[config.mk]
export PLATFORM = sky130hd
export DESIGN_NAME = sdram_arbit
export DESIGN_NICKNAME = d
export VERILOG_FILES = /design/src/rtl/sdram_pkg.sv /design/src/rtl/sdram_grant_watchdog.sv /design/src/rtl/sdram_arbit.sv
export SDC_FILE = /design/constraint.sdc
export NUM_CORES = 1
export LEC_CHECK = 0
export ABC_AREA = 1
export CORE_UTILIZATION = 33
export CTS_BUF_LIST = sky130_fd_sc_hd__clkbuf_8 sky130_fd_sc_hd__clkbuf_16
export DETAILED_ROUTE_END_ITERATION = 10
export PLACE_DENSITY_LB_ADDON = 0.12
export SYNTH_ARGS = -nofsm -noshare
export SYNTH_HDL_FRONTEND = slang
export SYNTH_HIERARCHICAL = 1
export SYNTH_SLANG_ARGS = --single-unit
[constraint.sdc]
create_clock -name sys_clk -period 3.3 [get_ports sys_clk]
set_input_delay 0.66 -clock sys_clk [delete_from_list [all_inputs] [get_ports sys_clk]]
set_output_delay 0.66 -clock sys_clk [all_outputs]
set_load 0.1 [all_outputs]
[src/rtl/sdram_pkg.sv]
`default_nettype none
// ---------------------------------------------------------------------------
// sdram_pkg : shared SDRAM command constants, widths and arbiter state type
// Revision  : 1.0
// ---------------------------------------------------------------------------
package sdram_pkg;

    localparam int BA_W   = 2;
    localparam int ADDR_W = 12;
    localparam int DQ_W   = 16;
    localparam int CMD_W  = 4;

    // Command word is {cs_n, ras_n, cas_n, we_n}
    localparam logic [CMD_W-1:0] CMD_NOP         = 4'b0111;
    localparam logic [CMD_W-1:0] CMD_PRECHARGE   = 4'b0010;
    localparam logic [CMD_W-1:0] CMD_AUTOREFRESH = 4'b0001;

    typedef enum logic [2:0] {
        ST_INIT  = 3'd0,
        ST_ARBIT = 3'd1,
        ST_AREF  = 3'd2,
        ST_WRITE = 3'd3,
        ST_READ  = 3'd4
    } arb_state_t;

endpackage
`default_nettype wire

[src/rtl/sdram_grant_watchdog.sv]
`default_nettype none
// ---------------------------------------------------------------------------
// sdram_grant_watchdog : bounds how long a grant may be held; sticky error
// Revision             : 1.0
// ---------------------------------------------------------------------------
module sdram_grant_watchdog #(
    parameter int MAX_GRANT_CYCLES = 2048
) (
    input  logic sys_clk,
    input  logic sys_rst_n,
    input  logic i_start,
    input  logic i_busy,
    input  logic i_done,
    output logic o_timeout,
    output logic o_timeout_err
);

    localparam int               CNT_W   = $clog2(MAX_GRANT_CYCLES + 1);
    localparam logic [CNT_W-1:0] C_LIMIT = CNT_W'(MAX_GRANT_CYCLES - 1);

    logic [CNT_W-1:0] r_grant_cnt;
    logic             r_timeout_err;

    // An end pulse in the last allowed cycle takes precedence over the timeout
    assign o_timeout     = i_busy && !i_done && (r_grant_cnt == C_LIMIT);
    assign o_timeout_err = r_timeout_err;

    always_ff @(posedge sys_clk or negedge sys_rst_n) begin
        if (!sys_rst_n) begin
            r_grant_cnt   <= '0;
            r_timeout_err <= 1'b0;
        end else begin
            if (i_start) begin
                r_grant_cnt <= '0;
            end else if (i_busy) begin
                r_grant_cnt <= r_grant_cnt + CNT_W'(1);
            end
            if (o_timeout) begin
                r_timeout_err <= 1'b1;
            end
        end
    end

endmodule
`default_nettype wire

[src/rtl/sdram_arbit.sv]
`default_nettype none
// ---------------------------------------------------------------------------
// sdram_arbit : fixed-priority grant of init/refresh/write/read onto SDRAM pins
// Revision    : 1.0
// ---------------------------------------------------------------------------
module sdram_arbit
    import sdram_pkg::*;
#(
    parameter int MAX_GRANT_CYCLES = 2048
) (
    input  logic              sys_clk,
    input  logic              sys_rst_n,
    input  logic              i_init_done,
    input  logic [CMD_W-1:0]  i_init_cmd,
    input  logic [BA_W-1:0]   i_init_ba,
    input  logic [ADDR_W-1:0] i_init_addr,
    input  logic              i_ar_req,
    input  logic              i_ar_end,
    input  logic [CMD_W-1:0]  i_ar_cmd,
    input  logic [BA_W-1:0]   i_ar_ba,
    input  logic [ADDR_W-1:0] i_ar_addr,
    input  logic              i_wr_req,
    input  logic              i_wr_end,
    input  logic [CMD_W-1:0]  i_wr_cmd,
    input  logic [BA_W-1:0]   i_wr_ba,
    input  logic [ADDR_W-1:0] i_wr_addr,
    input  logic              i_wr_sdram_en,
    input  logic [DQ_W-1:0]   i_wr_sdram_data,
    input  logic              i_rd_req,
    input  logic              i_rd_end,
    input  logic [CMD_W-1:0]  i_rd_cmd,
    input  logic [BA_W-1:0]   i_rd_ba,
    input  logic [ADDR_W-1:0] i_rd_addr,
    output logic              o_ar_en,
    output logic              o_wr_en,
    output logic              o_rd_en,
    output logic              o_sdram_cke,
    output logic              o_sdram_cs_n,
    output logic              o_sdram_ras_n,
    output logic              o_sdram_cas_n,
    output logic              o_sdram_we_n,
    output logic [BA_W-1:0]   o_sdram_ba,
    output logic [ADDR_W-1:0] o_sdram_addr,
    output logic [DQ_W-1:0]   o_sdram_dq_o,
    output logic              o_sdram_dq_oe,
    output logic              o_timeout_err
);

    arb_state_t        r_state;
    arb_state_t        w_next_state;
    logic              r_ar_en;
    logic              r_wr_en;
    logic              r_rd_en;
    logic              r_cke;
    logic              w_owner_end;
    logic              w_busy;
    logic              w_start;
    logic              w_timeout;
    logic [CMD_W-1:0]  w_cmd;
    logic [BA_W-1:0]   w_ba;
    logic [ADDR_W-1:0] w_addr;
    logic [DQ_W-1:0]   w_dq_o;
    logic              w_dq_oe;

    assign w_busy  = (r_state == ST_AREF) || (r_state == ST_WRITE) || (r_state == ST_READ);
    assign w_start = (r_state == ST_ARBIT) && (w_next_state != ST_ARBIT);

    sdram_grant_watchdog #(
        .MAX_GRANT_CYCLES (MAX_GRANT_CYCLES)
    ) u_watchdog (
        .sys_clk       (sys_clk),
        .sys_rst_n     (sys_rst_n),
        .i_start       (w_start),
        .i_busy        (w_busy),
        .i_done        (w_owner_end),
        .o_timeout     (w_timeout),
        .o_timeout_err (o_timeout_err)
    );

    always_ff @(posedge sys_clk or negedge sys_rst_n) begin
        if (!sys_rst_n) begin
            r_state <= ST_INIT;
            r_ar_en <= 1'b0;
            r_wr_en <= 1'b0;
            r_rd_en <= 1'b0;
            r_cke   <= 1'b0;
        end else begin
            r_state <= w_next_state;
            // Grants only leave ARBIT, so these are one-cycle entry pulses
            r_ar_en <= (r_state == ST_ARBIT) && (w_next_state == ST_AREF);
            r_wr_en <= (r_state == ST_ARBIT) && (w_next_state == ST_WRITE);
            r_rd_en <= (r_state == ST_ARBIT) && (w_next_state == ST_READ);
            r_cke   <= 1'b1;
        end
    end

    always_comb begin
        w_next_state = r_state;
        w_owner_end  = 1'b0;
        case (r_state)
            ST_INIT: begin
                if (i_init_done) w_next_state = ST_ARBIT;
            end
            ST_ARBIT: begin
                if (i_ar_req)      w_next_state = ST_AREF;
                else if (i_wr_req) w_next_state = ST_WRITE;
                else if (i_rd_req) w_next_state = ST_READ;
            end
            ST_AREF, ST_WRITE, ST_READ: begin
                w_owner_end = ((r_state == ST_AREF)  && i_ar_end) ||
                              ((r_state == ST_WRITE) && i_wr_end) ||
                              ((r_state == ST_READ)  && i_rd_end);
                if (w_owner_end || w_timeout) w_next_state = ST_ARBIT;
            end
            default: w_next_state = ST_INIT;
        endcase
    end

    always_comb begin
        w_cmd   = CMD_NOP;
        w_ba    = {BA_W{1'b1}};
        w_addr  = {ADDR_W{1'b1}};
        w_dq_o  = '0;
        w_dq_oe = 1'b0;
        case (r_state)
            ST_INIT: begin
                w_cmd  = i_init_cmd;
                w_ba   = i_init_ba;
                w_addr = i_init_addr;
            end
            ST_AREF: begin
                w_cmd  = i_ar_cmd;
                w_ba   = i_ar_ba;
                w_addr = i_ar_addr;
            end
            ST_WRITE: begin
                w_cmd   = i_wr_cmd;
                w_ba    = i_wr_ba;
                w_addr  = i_wr_addr;
                w_dq_o  = i_wr_sdram_data;
                w_dq_oe = i_wr_sdram_en;
            end
            ST_READ: begin
                w_cmd  = i_rd_cmd;
                w_ba   = i_rd_ba;
                w_addr = i_rd_addr;
            end
            default: ;
        endcase
    end

    assign o_ar_en       = r_ar_en;
    assign o_wr_en       = r_wr_en;
    assign o_rd_en       = r_rd_en;
    assign o_sdram_cke   = r_cke;
    assign o_sdram_cs_n  = w_cmd[3];
    assign o_sdram_ras_n = w_cmd[2];
    assign o_sdram_cas_n = w_cmd[1];
    assign o_sdram_we_n  = w_cmd[0];
    assign o_sdram_ba    = w_ba;
    assign o_sdram_addr  = w_addr;
    assign o_sdram_dq_o  = w_dq_o;
    assign o_sdram_dq_oe = w_dq_oe;

endmodule
`default_nettype wire

After elaboration in Yosys (flattened, before gate mapping)
Index checks and enable logic that the tools add are counted.
Storage, ports and cells
  flip-flop bits (word level): 20
  bits in read-only memories: 0
  memories kept: 0
  input bits: 98
  bits in latches: 0
  logic and storage cells: 49
  bits in writable memories: 0
  output and inout port bits: 40
Operators by class
  reduce and logical (&&, ||, !) cells: 18
  muxes and demuxes: 14
  $lt $le $gt $ge: 0
  shift-type cells: 0
  multiply operators: 0
  div/mod/pow operators: 0
  add/subtract/negate cells: 1
  eq/ne operators: 9
  bitwise gates (word level): 0
Operators with widths (count)
  12-bit case mux with 4 select lines: 1
  12-bit two-way mux: 2
  16-bit two-way mux: 1
  4-bit case mux with 4 select lines: 1
  3-bit two-way mux: 5
  12-bit by 1-bit adder with 12-bit output, second input constant: 1
  12-bit by 11-bit equality test with 1-bit output, second input constant: 1
  3-bit by 2-bit equality test with 1-bit output, second input constant: 4
  1-bit logical AND: 9
  3-bit case mux with 3 select lines: 1
  2-bit case mux with 4 select lines: 1
  3-bit equality test, second input constant: 2
  1-bit logical OR: 5
  3-bit by 1-bit equality test with 1-bit output, second input constant: 1
  3-bit zero test: 1
  3-bit by 1-bit != test with 1-bit output, second input constant: 1
  3-bit OR reduction: 1
  1-bit two-way mux: 2
  2-bit nonzero test: 1
  1-bit zero test: 1

Depth between registers and ports, before layout
  depth after elaboration: 14
  depth in mapped cells: 20
  depth with buffers taken out: 19

Modules after synthesis
The synthesis kept the hierarchy.
By module, submodules not included
  sdram_arbit: cells each 170, instances 1, area an instance 983.4 um^2, seq. area each 175.2 um^2
  sdram_grant_watchdog: cells each 92, instances 1, area an instance 698.2 um^2, seq. area each 325.3 um^2

Least setup slack after synthesis
Ideal clock, no wire load.
  path type: register -> output
  start: register r_state[1]
  end: output o_sdram_dq_o[10]
  data arrival time: 2.199 ns
  required time: 2.640 ns
  path buffers: 1
  stages on the path, launching flop included: 6
  setup slack: 0.441 ns
  cells stage by stage: dfrtp_1 -> inv_1 -> nor2_4 -> nand2_2 -> clkbuf_1 -> nor2_1
On the way
  cells in the longest elaborated chain, start to end: 2
RTL lines
  from (decl): line sdram_arbit.sv:49  | arb_state_t r_state;
  from (signal assigned): line sdram_arbit.sv:88  | r_state <= w_next_state;
  3-bit by 2-bit equality test with 1-bit output: line sdram_arbit.sv:125  | case (r_state)
  16-bit two-way mux: line sdram_arbit.sv:125
  to (decl): line sdram_arbit.sv:44  | output logic [DQ_W-1:0] o_sdram_dq_o,
Every way passes these cells.

Final worst setup path
  start: register r_state[2]
  end: output o_sdram_addr[4]
On the way
  cells in the longest elaborated chain, start to end: 2
  elaborated cells on any way between the ends: 5
  those cells by class: 3 x eq/ne; 1 x mux; 1 x reduce/logical
RTL lines
  3-bit equality test, or another cell as far along: line sdram_arbit.sv:125
  12-bit case mux with 4 select lines (*): line sdram_arbit.sv:125
  to (decl): line sdram_arbit.sv:43  | output logic [ADDR_W-1:0] o_sdram_addr,
Every way passes the cells marked *; elsewhere a longest branch is shown, timed or not.

==> results.json <==
{
  "synthMuxAreaShare": 0,
  "fin_worst_skew_ns": 0.00153,
  "numCtsBuffers": 3,
  "slew_headroom": 0.425,
  "num_vias": 2252,
  "synth_top_area_frac": 0.298,
  "ios": 138,
  "place_ws_ns": 0.348,
  "endpoint": "o_sdram_addr[4]",
  "r2r_slack_ns": 0.35,
  "postCtsHoldBufs": 0,
  "synth-edff-count": 0,
  "drv_cap": 0,
  "post_cts_buffers": 0,
  "start_kind": "flip-flop",
  "root_buffer": "clkbuf_8",
  "antenna_found_initial": 0,
  "h-tree-depth": 1,
  "synth_fa_ha_area_frac": 0.00744,
  "synth_top_cell_by_area": "dfrtp_1",
  "drive_gt1_frac": 0.166,
  "route.detailed.drc": 0,
  "crit_path_start": "r_state[2]",
  "setup_viol": 0,
  "min_path_type": "flip-flop to flip-flop",
  "cp_max_fo": 18,
  "synth_compound_area_frac": 0.146,
  "die_area_um2": 5390,
  "post_drt_wl_per_cell_um": 15.3,
  "cts_buffer_depth": 2,
  "row_count": 25,
  "area_delta_synth_final_pct": 96.7,
  "slew_viol_final": 0,
  "synth_seq_cells": 20,
  "arrival_ns": 2.40,
  "yosys_most_used_dff": "dfrtp_1",
  "synth_simple_gate_area_frac": 0.401,
  "critical_path_class": "flip-flop to primary output",
  "synth_cells": 262,
  "wl_um": 7120,
  "tightest_slew_ns": 0.860,
  "syn_area_um2": 1680,
  "cts-resized-gates": 0,
  "rsz0062_at_grt": "no",
  "synth_area_per_cell_um2": 6.42,
  "crit_required_ns": 2.64,
  "coreArea_um2": 4820,
  "fin_crit_ns": 3.06,
  "first_global_vias": 2040,
  "worst_slack_ns": 0.242,
  "cts_tree": "done",
  "fin_util": 0.686,
  "first_iter_violations": 129,
  "post_dp_cell_area_um2": 3240,
  "r2r-start": "r_state[2]",
  "grt_usage": 0.257,
  "yosys_warnings": 6,
  "synth-xor-area-share": 0.00521,
  "grt-ovfl-total": 0,
  "start_util": 0.349,
  "grt_pass1_wl_um": 10500,
  "routabilityCongestion": 0.860,
  "vias_per_cell": 4.84,
  "hold_viol_final": 0,
  "fmax_ghz": 0.327,
  "fin_tns_setup_ns": 0,
  "seq_area_frac_synth": 0.298,
  "syn_nets": 361,
  "regToRegEndpoint": "u_watchdog/r_grant_cnt[7]",
  "grt_max_degree": 21,
  "ant_nets": 0,
  "synth_cell_types": 31,
  "clk_pin_slew_ns": 0.07,
  "fillCellCount": 442,
  "nets": 498,
  "clock_latency_ns": 0.25,
  "reg2reg_depth": 18,
  "die_w_um": 73.4,
  "cts.sinks": 20,
  "cp-end-kind": "primary output",
  "synth_async_sr_flop_share": 1.00,
  "status": "finished clean",
  "antennaDiodeCount": 0,
  "fin_crit_sh": 0.927,
  "yosys-top-cells-area": "dfrtp_1 (30%), nand2_1 (10%), inv_1 (10%)",
  "synth_top_family_by_area": "simple AND/OR/NAND/NOR gates",
  "first_pass_iters": 4,
  "numPortBuffers": 137,
  "hpwl_um": 5710,
  "die_h_um": 73.4,
  "final_cell_area_um2": 3310
}
registers in the layout (all words and copies together), names as in the netlist:
name and cells:
u_watchdog/o_timeout_err 1, o_sdram_cke 1, o_wr_en 1, o_rd_en 1, r_state 3, u_watchdog/r_grant_cnt 12
o_ar_en 1
layer usage:
layer  up-vias  global-route usage  part of all wire
met2        86               0.444              0.48
met3        12              0.0617             0.088
met5         -                   0                 0
met1      1028               0.319              0.41
met4         0              0.0705             0.019
li1       1126                   -                 -
cell usage after synthesis (2+ instances only):
cell	number
nand2_1	46
inv_1	45
nor2_1	45
nand3_1	23
dfrtp_1	20
nand4_1	14
a21oi_1	11
a221oi_1	8
a22oi_1	8
inv_2	4
nand2_2	4
nor3_1	4
o21ai_0	4
buf_2	3
nor2_2	3
nor2_4	3
buf_4	2
clkbuf_1	2
metrics by stage:
stage	hold WS [ns]	std cells
finish	0.494	465
global route	0.524	465
CTS	0.499	465
detailed placement	0.482	461
global placement	0.477	461
floorplan	0.364	262
how the worst min path moves through the flow:
stage	start	to	slack (ns)	depth (start not counted)
6_report	u_watchdog/o_timeout_err	u_watchdog/o_timeout_err	0.49	1
5_1_grt	u_watchdog/o_timeout_err	u_watchdog/o_timeout_err	0.52	1
4_1_cts	u_watchdog/o_timeout_err	u_watchdog/o_timeout_err	0.50	1
3_5_place_dp	u_watchdog/o_timeout_err	u_watchdog/o_timeout_err	0.48	1
3_3_place_gp	u_watchdog/o_timeout_err	u_watchdog/o_timeout_err	0.48	1
2_1_floorplan	sys_rst_n	o_ar_en	0.36	0
cell families (layout without fill, tap and decap cells):
family,Yosys count,in the layout
AND/OR/NAND/NOR,146,146
AO/OA/AOI/OAI,35,35
other,1,1
buffers and inverters,58,194
XOR/XNOR,1,1
adder cells (fa/ha/maj),1,1
flip-flops,20,20
worst max-delay path, cell delays in order, from the launching register on:
cell and delay, ns:
dfrtp_1 0.73, nor2_4 0.11, nand2_2 0.31, inv_2 0.24, a221oi_1 0.34, nand3_1 0.18
buf_12 0.23
cell type report:
class	count	area, µm²	share of cell area
clock buffers	3	41.3	0.0125
clock inverters	1	30.0	0.00908
inverters	50	188	0.0568
multi-input cells	184	945	0.286
flip-flops and latches	20	500	0.151
well taps	67	83.8	0.0253
repair buffers	140	1520	0.459
cell usage in the layout, fill, tap and decap left out, drive strengths merged, types with 5 or more instances in the layout:
master / instances
nor2: 51
o21ai: 5
nand2: 50
inv: 49
dfrtp: 20
buf: 43
nand3: 24
a21oi: 11
nand4: 14
nor3: 5
a22oi: 8
clkdlybuf4s50: 97
a221oi: 9
Power is not shown: default switching activity piles up to over one toggle a cycle in this logic, so the estimate is an artifact.
